File: config.mk
export PLATFORM = sky130hd
export DESIGN_NAME = hex_display_scanner
export DESIGN_NICKNAME = d
export VERILOG_FILES = /design/src/rtl/hex_display_pkg.sv /design/src/rtl/seven_seg_decoder.sv /design/src/rtl/hex_display_scanner.sv
export SDC_FILE = /design/constraint.sdc
export NUM_CORES = 1
export LEC_CHECK = 0
export BUFFER_PORTS_ARGS = -buffer_cell sky130_fd_sc_hd__buf_2
export CELL_PAD_IN_SITES_DETAIL_PLACEMENT = 0
export CELL_PAD_IN_SITES_GLOBAL_PLACEMENT = 2
export CORE_MARGIN = 4
export CORE_UTILIZATION = 38
export CTS_CLUSTER_DIAMETER = 150
export DETAILED_ROUTE_END_ITERATION = 8
export PLACE_DENSITY_LB_ADDON = 0.15
export SYNTH_ARGS = -nofsm -noshare
export SYNTH_HDL_FRONTEND = slang
export SYNTH_SLANG_ARGS = --single-unit
File: constraint.sdc
create_clock -name clk -period 3.92 [get_ports clk]
set_input_delay 0.784 -clock clk [delete_from_list [all_inputs] [get_ports clk]]
set_output_delay 0.784 -clock clk [all_outputs]
set_load 0.01 [all_outputs]
File: src/rtl/hex_display_pkg.sv
// Shared types and constants for the hex display scanner.
// Holds the scan phase enum, blanking constants and segment patterns.
package hex_display_pkg;

  typedef enum logic {
    BLANK = 1'b0,
    DRIVE = 1'b1
  } phase_e;

  localparam logic [6:0] SEG_OFF    = 7'b1111111;
  localparam logic [7:0] DIGITS_OFF = 8'hFF;

  // Active-low patterns, bit 6 = g ... bit 0 = a; element 0 is hex 0.
  localparam logic [0:15][6:0] SEG_LUT = {
    7'b1000000, 7'b1111001, 7'b0100100, 7'b0110000,
    7'b0011001, 7'b0010010, 7'b0000010, 7'b1111000,
    7'b0000000, 7'b0010000, 7'b0001000, 7'b0000011,
    7'b1000110, 7'b0100001, 7'b0000110, 7'b0001110
  };

endpackage

File: src/rtl/seven_seg_decoder.sv
// Combinational hex nibble to active-low seven-segment lookup.
// Sits on the single shared segment path of the scanner.
module seven_seg_decoder
  import hex_display_pkg::*;
(
  input  logic [3:0] hex_i,
  output logic [6:0] seg_o
);

  assign seg_o = SEG_LUT[hex_i];

endmodule

File: src/rtl/hex_display_scanner.sv
// Multiplexed seven-segment scanner with frame-aligned commit of a shadow word.
// Define LEADING_ZERO_BLANK_EN to blank leading zero digits (digit 0 always shown).
module hex_display_scanner
  import hex_display_pkg::*;
#(
  parameter int NUM_DIGITS = 8,
  parameter int PRESCALE   = 50000,
  parameter int GUARD      = 500
) (
  input  logic                    clk,
  input  logic                    reset,
  input  logic [4*NUM_DIGITS-1:0] data_in,
  input  logic                    load,
  output logic                    update_pending,
  output logic                    frame_start,
  output logic [NUM_DIGITS-1:0]   digit_en,
  output logic [6:0]              segments
);

  localparam int SW = (PRESCALE > 1) ? $clog2(PRESCALE) : 1;
  localparam int IW = (NUM_DIGITS > 1) ? $clog2(NUM_DIGITS) : 1;
  localparam int DW = 4 * NUM_DIGITS;

  logic [SW-1:0]         slot_q, slot_d;
  logic [IW-1:0]         idx_q, idx_d;
  phase_e                phase_q, phase_d;
  logic [DW-1:0]         shadow_q, shadow_d;
  logic [DW-1:0]         disp_q, disp_d;
  logic                  pending_q, pending_d;
  logic [NUM_DIGITS-1:0] digit_en_q, digit_en_d;
  logic [6:0]            segments_q, segments_d;
  logic                  frame_start_q, frame_start_d;

  logic                  last_slot, commit, drive;
  logic [3:0]            nib_d;
  logic [6:0]            seg_dec;
  logic [NUM_DIGITS-1:0] lz;

  always_comb begin
    slot_d    = slot_q + SW'(1);
    idx_d     = idx_q;
    phase_d   = phase_q;
    shadow_d  = shadow_q;
    disp_d    = disp_q;
    pending_d = pending_q;
    last_slot = (slot_q == SW'(PRESCALE - 1));
    commit    = last_slot && (idx_q == IW'(NUM_DIGITS - 1));

    if (phase_q == BLANK && slot_q == SW'(GUARD - 1))
      phase_d = DRIVE;
    if (last_slot) begin
      slot_d  = '0;
      phase_d = BLANK;
      idx_d   = commit ? '0 : idx_q + IW'(1);
    end

    if (load) begin
      shadow_d  = data_in;
      pending_d = 1'b1;
    end
    // A load landing on the commit edge bypasses the shadow entirely.
    if (commit) begin
      if (load)
        disp_d = data_in;
      else if (pending_q)
        disp_d = shadow_q;
      pending_d = 1'b0;
    end
  end

`ifdef LEADING_ZERO_BLANK_EN
  logic zero_above;
  always_comb begin
    zero_above = 1'b1;
    lz         = '0;
    for (int k = NUM_DIGITS - 1; k > 0; k--) begin
      zero_above = zero_above && (disp_d[4*k +: 4] == 4'h0);
      lz[k]      = zero_above;
    end
  end
`else
  assign lz = '0;
`endif

  assign nib_d = disp_d[{idx_d, 2'b00} +: 4];

  seven_seg_decoder u_dec (
    .hex_i (nib_d),
    .seg_o (seg_dec)
  );

  // Outputs are computed from next state so they line up with the counters.
  always_comb begin
    drive         = (phase_d == DRIVE) && !lz[idx_d];
    digit_en_d    = DIGITS_OFF[NUM_DIGITS-1:0];
    segments_d    = SEG_OFF;
    frame_start_d = (idx_d == '0) && (slot_d == '0);
    if (drive) begin
      digit_en_d[idx_d] = 1'b0;
      segments_d        = seg_dec;
    end
  end

  always_ff @(posedge clk or posedge reset) begin
    if (reset) begin
      slot_q        <= '0;
      idx_q         <= '0;
      phase_q       <= BLANK;
      shadow_q      <= '0;
      disp_q        <= '0;
      pending_q     <= 1'b0;
      digit_en_q    <= DIGITS_OFF[NUM_DIGITS-1:0];
      segments_q    <= SEG_OFF;
      frame_start_q <= 1'b1;
    end else begin
      slot_q        <= slot_d;
      idx_q         <= idx_d;
      phase_q       <= phase_d;
      shadow_q      <= shadow_d;
      disp_q        <= disp_d;
      pending_q     <= pending_d;
      digit_en_q    <= digit_en_d;
      segments_q    <= segments_d;
      frame_start_q <= frame_start_d;
    end
  end

  assign update_pending = pending_q;
  assign frame_start    = frame_start_q;
  assign digit_en       = digit_en_q;
  assign segments       = segments_q;

endmodule
-- After elaboration in Yosys (flattened, before gate mapping)
Memory sizes are Yosys's and may differ from the RTL's.
Cells that the tools add are included.
- register bits: 101
- memory bits (read-only): 120
- input port bits: 35
- word-level logic and storage cells: 49
- memories: 2
- $add $sub $neg: 2
- magnitude comparators: 3
- eq/ne operators: 3
- shifts and indexed selects: 1
- muxes and demuxes: 17
- bitwise logic cells: 3
- reduce and logical (&&, ||, !) cells: 9
- memory list (name ; depth ; bits a word ; read ports ; clocked after Yosys merged registers in ; write ports ; RTL line ; text):
    (name not given) ; 16 ; 7 ; 1 ; 0 ; 0 ; seven_seg_decoder.sv:10 ; assign seg_o = SEG_LUT[hex_i];
    (name not given) ; 8 ; 1 ; 1 ; 0 ; 0 ; hex_display_scanner.sv:94 ; drive = (phase_d == DRIVE) && !lz[idx_d];
- operators with widths (kind ; number):
    2-to-1 mux 32 bit ; 3
    indexed part select 32 x 6 -> 4 bit ; 1
    2-to-1 mux 7 bit ; 3
    adder 16 x 1 -> 16 bit (second input constant) ; 1
    equality test 16 bit (second input constant) ; 1
    equality test 16 x 9 -> 1 bit (second input constant) ; 1
    zero test 16 bit ; 1
    2-to-1 mux 16 bit ; 1
    2-to-1 mux 8 bit ; 1
    NOT 8 bit ; 1
    2-to-1 mux 1 bit ; 6
    2-to-1 mux 3 bit ; 2
    greater-or-equal comparator 5 bit (second input constant) ; 1
    logical AND 1 bit ; 5
    NOT 4 -> 5 bit ; 1
    less-than comparator 3 x 4 -> 1 bit (second input constant) ; 1
    adder 3 x 1 -> 3 bit (second input constant) ; 1
    demux 1 bit (select 3 bit) ; 1
    equality test 3 bit (second input constant) ; 1
    greater-or-equal comparator 3 x 1 -> 1 bit (second input constant) ; 1
    zero test 3 bit ; 1
    nonzero test 2 bit ; 1
    zero test 1 bit ; 1
    NOT 1 bit ; 1

-- Logic depth before layout (Yosys ltp)
- word-level depth: 10
- gate-level depth with buffers: 16
- depth with buffers taken out: 15

-- By module
From an unflattened synthesis, not the netlist that was laid out.
- cells, all modules: 403
- area total of the unflattened synthesis: 4783.3 µm²
- modules (own cells, without submodules) (module ; times used ; cells each ; area an instance (µm²) ; sequential area each (µm²)):
    hex_display_scanner ; 1 ; 371 ; 4508.1 ; 2547.4
    seven_seg_decoder ; 1 ; 32 ; 275.3 ; 0.0

-- Least setup slack after synthesis
Ideal clock, no wire load.
- path type: input port to flip-flop
- start: in load
- end: reg segments_q[4] (netlist: segments[4])
- setup time: 0.081 ns
- data arrival time: 3.517 ns
- data required time: 3.839 ns
- slack: 0.322 ns
- cell stages on the path: 12
- buffers on the path: 3
- cell sequence: clkbuf_1 buf_1 clkbuf_1 mux2_2 mux2_2 mux2i_1 o22ai_1 nor2_1 inv_1 ha_1 mux2_4 o221ai_2
- word-level cells in the longest chain between the ends: 8
- RTL lines (item ; RTL line ; text):
    start: declaration ; hex_display_scanner.sv:13 ; input logic load,
    2-to-1 mux 32 bit ; hex_display_scanner.sv:63 ; if (load)
    2-to-1 mux 32 bit ; hex_display_scanner.sv:62 ; if (commit) begin
    via disp_d[1] ; hex_display_scanner.sv:28 ; logic [DW-1:0] disp_q, disp_d;
    indexed part select 32 x 6 -> 4 bit ; hex_display_scanner.sv:85 ; assign nib_d = disp_d[{idx_d, 2'b00} +: 4];
    NOT 4 -> 5 bit (not written as such) ; seven_seg_decoder.sv:10 ;
    memory read (16 x 7 bit) ; - ;
    2-to-1 mux 7 bit (not written as such) (2 in a row) ; seven_seg_decoder.sv:10 ;
    2-to-1 mux 7 bit ; hex_display_scanner.sv:98 ; if (drive) begin
    via segments_d[4] ; hex_display_scanner.sv:31 ; logic [6:0] segments_q, segments_d;
    end signal: assignment ; hex_display_scanner.sv:123 ; segments_q <= segments_d;
    end: declaration ; hex_display_scanner.sv:31 ;
The timed path passes the listed nets, and every way through them passes these cells. The select of a mux whose other input is x is not followed.
A chain may end at the register's enable or synchronous reset.

-- Worst setup path in the final report
- start: reg slot_q[11]
- end: reg segments_q[6] (netlist: segments[6])
- word-level cells in the longest chain between the ends: 10
- elaborated cells on any way between the ends: 19
- classes of those cells: eq/ne: 2; shift: 1; mux: 9; bitwise: 1; reduce/logical: 4; memory: 2
- RTL lines (item ; RTL line ; text):
    start: declaration ; hex_display_scanner.sv:24 ; logic [SW-1:0] slot_q, slot_d;
    start signal: assignment ; hex_display_scanner.sv:116 ; slot_q <= slot_d;
    equality test 16 bit * ; hex_display_scanner.sv:46 ; last_slot = (slot_q == SW'(PRESCALE - 1));
    logical AND 1 bit ; hex_display_scanner.sv:47 ; commit = last_slot && (idx_q == IW'(NUM_DIGITS - 1));
    2-to-1 mux 3 bit ; hex_display_scanner.sv:54 ; idx_d = commit ? '0 : idx_q + IW'(1);
    2-to-1 mux 3 bit * ; hex_display_scanner.sv:51 ; if (last_slot) begin
    via idx_d[0] ; hex_display_scanner.sv:25 ; logic [IW-1:0] idx_q, idx_d;
    indexed part select 32 x 6 -> 4 bit ; hex_display_scanner.sv:85 ;
    NOT 4 -> 5 bit (not written as such) ; seven_seg_decoder.sv:10 ;
    memory read (16 x 7 bit) ; - ;
    2-to-1 mux 7 bit (not written as such) (2 in a row) ; seven_seg_decoder.sv:10 ;
    2-to-1 mux 7 bit * ; hex_display_scanner.sv:98 ;
    via segments_d[6] ; hex_display_scanner.sv:31 ;
Mark *: on every way through the listed nets, which the timed path passes. The rest lies on a longest branch. The select of a mux whose other input is x is not followed.

==> results.cfg <==
[clock_tree]
path_clk_slew_ps = 70
htreeDepth = 3
cts_made_buffers = 9
clock_latency_ps = 350
clock-sinks = 101
postCtsHoldBufs = 0
cts_tree = built
cts_buffer_depth = 2
cts-root-buf = clkbuf_16

[global_routing]
gr-usage-all-layers_pct = 17.4
met1_usage_pct = 26.8
met2_usage_pct = 24.8
grt_first_pass_wirelength_mm = 20.2
grt_pass1_vias = 3753
top_usage_layer = met1
gr-total-overflow = 0
antenna_found_initial = 0
grt_util_met3_pct = 3.71
grt_max_degree = 53

[floorplan]
num_rows = 41
ios = 52
die-area_mm2 = 0.0148
die_x_um = 122
die_y_um = 122
core_area_mm2 = 0.0126
start_util_pct = 38.9

[synthesis]
synth_top_cell_area_share_pct = 43.3
netlist_instances = 462
syn_nets = 506
synth_top_family_by_area = simple AND/OR/NAND/NOR gates
ys_async_sr_fraction_pct = 100
synth_edf_count = 0
synthTopCellsByArea = dfrtp_1, dfstp_2, mux2_2
synth_fa_ha_area_share_pct = 2.29
synth_area_mm2 = 0.00491
synth_flop_cell = dfrtp_1
yosys.area_share.simple_pct = 15.8
synthDistinctLibCells = 59
ys_seq_area_share_pct = 51.8
syn_avg_cell_area_um2 = 10.6
synth_top_area_cell = dfrtp_1
ys_ff_latch = 101
synth-xor-area-share_pct = 2.49
muxShareOfSynthArea_pct = 10.2
synth_compound_area_share_pct = 12.9
yosysWarnings = 0

[critical_path]
critPathTopFamily = simple AND/OR/NAND/NOR gates
path_class = flop to flop
critPathBufInv = 2
worstPathRequired_ps = 4150
slowest_stage = or4_4
crit_fanout = 9
cp-end-kind = flop
crit_arrival_ps = 3930
path_cells = or4_4 > or4_1 > mux2_4 > inv_2 > nor2_1 > a22o_1 > a221oi_1 > and3_4 > inv_1 > ha_1 > nand2_1 > a21boi_1 > o221ai_1
startpoint = slot_q[11]
r2r-start = slot_q[11]
critPathLaunchType = flop
slowest_delay_ps = 630

[route]
drt-total-wl_mm = 11.9
via_per_inst = 5.18
dr.pass1.iters = 5
wl_per_cell_um = 17.0
drtIter0Drc = 179
vias = 3612
final_antenna_net_count = 0
post-route-drc-count = 0

[timing]
post-route-period-util_pct = 94.3
tightest_slew_ps = 760
finalSetupViolCount = 0
fmax_mhz = 271
hold_viol_final = 0
finalMaxSlewViolations = 0
clock_skew_ps = 5.42
final.setup.tns_ps = 0
slew_headroom_pct = 49.2
period_minus_slack_ps = 3700
rsz0062_at_grt = false

[placed_design]
dp_cells = 680
gp_congestion = 0.816
dp_hpwl_mm = 8.44
portBuffers = 51

[power_and_ir_drop]
irDropWorstVdd_uv = 276
leakagePower_uw = 0.00266
p_per_area_mw_per_mm2 = 363

[final_layout]
final_cell_count_no_fill = 697
drive_above_1_share_pct = 28.0
antennaDiodeCount = 0
syn_to_final_growth_pct = 17.2
nNetsFinal = 564
fill_cells = 1245

[worst_hold_path]
min_from = shadow_q[30]
hold_path.class = flop to flop

[job]
maxCapViolCount = 0

[outcome]
status = finished clean
## stage by stage
stage / power [uW] / hold slack (ps) / instance area (um2) / utilization, % / setup slack [ps]
after floorplan: 1160 / 447 / 4910 / - / 322
after global placement: 1210 / 466 / 5440 / 43.1 / 217
after detailed placement: 1210 / 470 / 5440 / 43.1 / 131
after CTS: 2120 / 488 / 5740 / 45.5 / 83.6
after global routing: 2180 / 514 / 5760 / 45.7 / 6.62
final: 2090 / 482 / 5760 / 45.7 / 224
## layout by cell type (no fill, tap or decap), types with 3 or more instances in the layout
| cell | n |
|---|---|
| a21oi_1 | 4 |
| a22oi_1 | 6 |
| a31oi_1 | 5 |
| a32oi_1 | 15 |
| buf_12 | 3 |
| buf_2 | 51 |
| buf_4 | 14 |
| clkbuf_16 | 9 |
| clkinv_2 | 3 |
| dfrtp_1 | 85 |
| dfstp_2 | 16 |
| ha_1 | 9 |
| inv_1 | 28 |
| mux2_2 | 28 |
| mux2_4 | 3 |
| mux2i_1 | 14 |
| nand2_1 | 66 |
| nand2b_1 | 5 |
| nand3_1 | 14 |
| nand4_1 | 4 |
| nor2_1 | 29 |
| nor2b_1 | 3 |
| nor3_1 | 14 |
| nor4_4 | 3 |
| o211ai_1 | 12 |
| o21ai_0 | 17 |
| o221ai_1 | 3 |
| or4_1 | 5 |
| xnor2_1 | 6 |
| xor2_1 | 8 |
## Yosys cell counts (2+ instances only)
| library cell | number |
|---|---|
| dfrtp_1 | 85 |
| nand2_1 | 66 |
| nor2_1 | 30 |
| inv_1 | 29 |
| mux2_2 | 28 |
| o21ai_0 | 17 |
| dfstp_2 | 16 |
| a32oi_1 | 15 |
| mux2i_1 | 14 |
| nand3_1 | 14 |
| nor3_1 | 14 |
| o211ai_1 | 12 |
| clkbuf_1 | 10 |
| ha_1 | 9 |
| xor2_1 | 8 |
| a22oi_1 | 6 |
| xnor2_1 | 6 |
| a31oi_1 | 5 |
| buf_2 | 5 |
| nand2b_1 | 5 |
| or4_1 | 5 |
| a21oi_1 | 4 |
| nand4_1 | 4 |
| and3_1 | 3 |
| buf_1 | 3 |
| buf_6 | 3 |
| mux2_4 | 3 |
| nor2b_1 | 3 |
| o221ai_1 | 3 |
| a211oi_1 | 2 |
| a21o_1 | 2 |
| nand4b_1 | 2 |
| nor4_4 | 2 |
| o21a_1 | 2 |
| o21ai_1 | 2 |
| o22ai_1 | 2 |
## final cells by class
| class | instances | area (um2) | share of cell area (%) |
|---|---|---|---|
| inverter | 30 | 115 | 2.00 |
| clock inverter | 6 | 61.3 | 1.06 |
| multi-input combinational | 310 | 2160 | 37.5 |
| clock buffer | 10 | 239 | 4.15 |
| sequential | 101 | 2550 | 44.2 |
| tap | 172 | 215 | 3.74 |
| timing repair buffer | 68 | 420 | 7.30 |
## per-layer routing
metal,part of all wire [%],up-vias,routed length (um)
li1,-,1751,-
met3,3.3,7,394
met4,0.54,0,64
met1,53,1792,6270
met5,0,-,0
met2,43,62,5150
## worst paths after layout
kind	endpoint	slack, ps	depth (start not counted)
max in group asynchronous	segments[0]	2650	3
min in group asynchronous	shadow_q[22]	520	2
min reg2reg	shadow_q[30]	480	1
max reg2reg	segments[6]	220	13
min	shadow_q[30]	480	1
max	segments[6]	220	13
## logic make-up (layout without fill, tap and decap cells)
kind of cell | Yosys count | count (layout)
buffers and inverters | 51 | 114
DFF | 101 | 101
and+or+nand+nor | 157 | 157
muxes | 45 | 45
adders and majority gates | 9 | 9
xor gates and xnor gates | 14 | 14
AOI/OAI and AO/OA | 85 | 85
## power breakdown
part	switching [uW]	internal (uW)	total, uW
Sequential	11.7	1070	1090
Combinational	59.0	40.9	99.9
Clock	397	511	908
Total	468	1630	2090
## state kept, by name, indices dropped and copies added (netlist names)
| name | cells |
|---|---|
| update_pending | 1 |
| phase_q | 1 |
| idx_q | 3 |
| frame_start | 1 |
| disp_q | 32 |
| slot_q | 16 |
| digit_en | 8 |
| shadow_q | 32 |
| segments | 7 |
## what timing repair did
| action | in CTS | in global routing |
|---|---|---|
| setup buffers | 0 | 1 |
| resized for setup | 0 | 4 |
| setup endpoints to repair | 0 | 6 |
| endpoints found under the hold margin | 0 | 0 |
No activity file was read; power rests on OpenSTA's default activity.
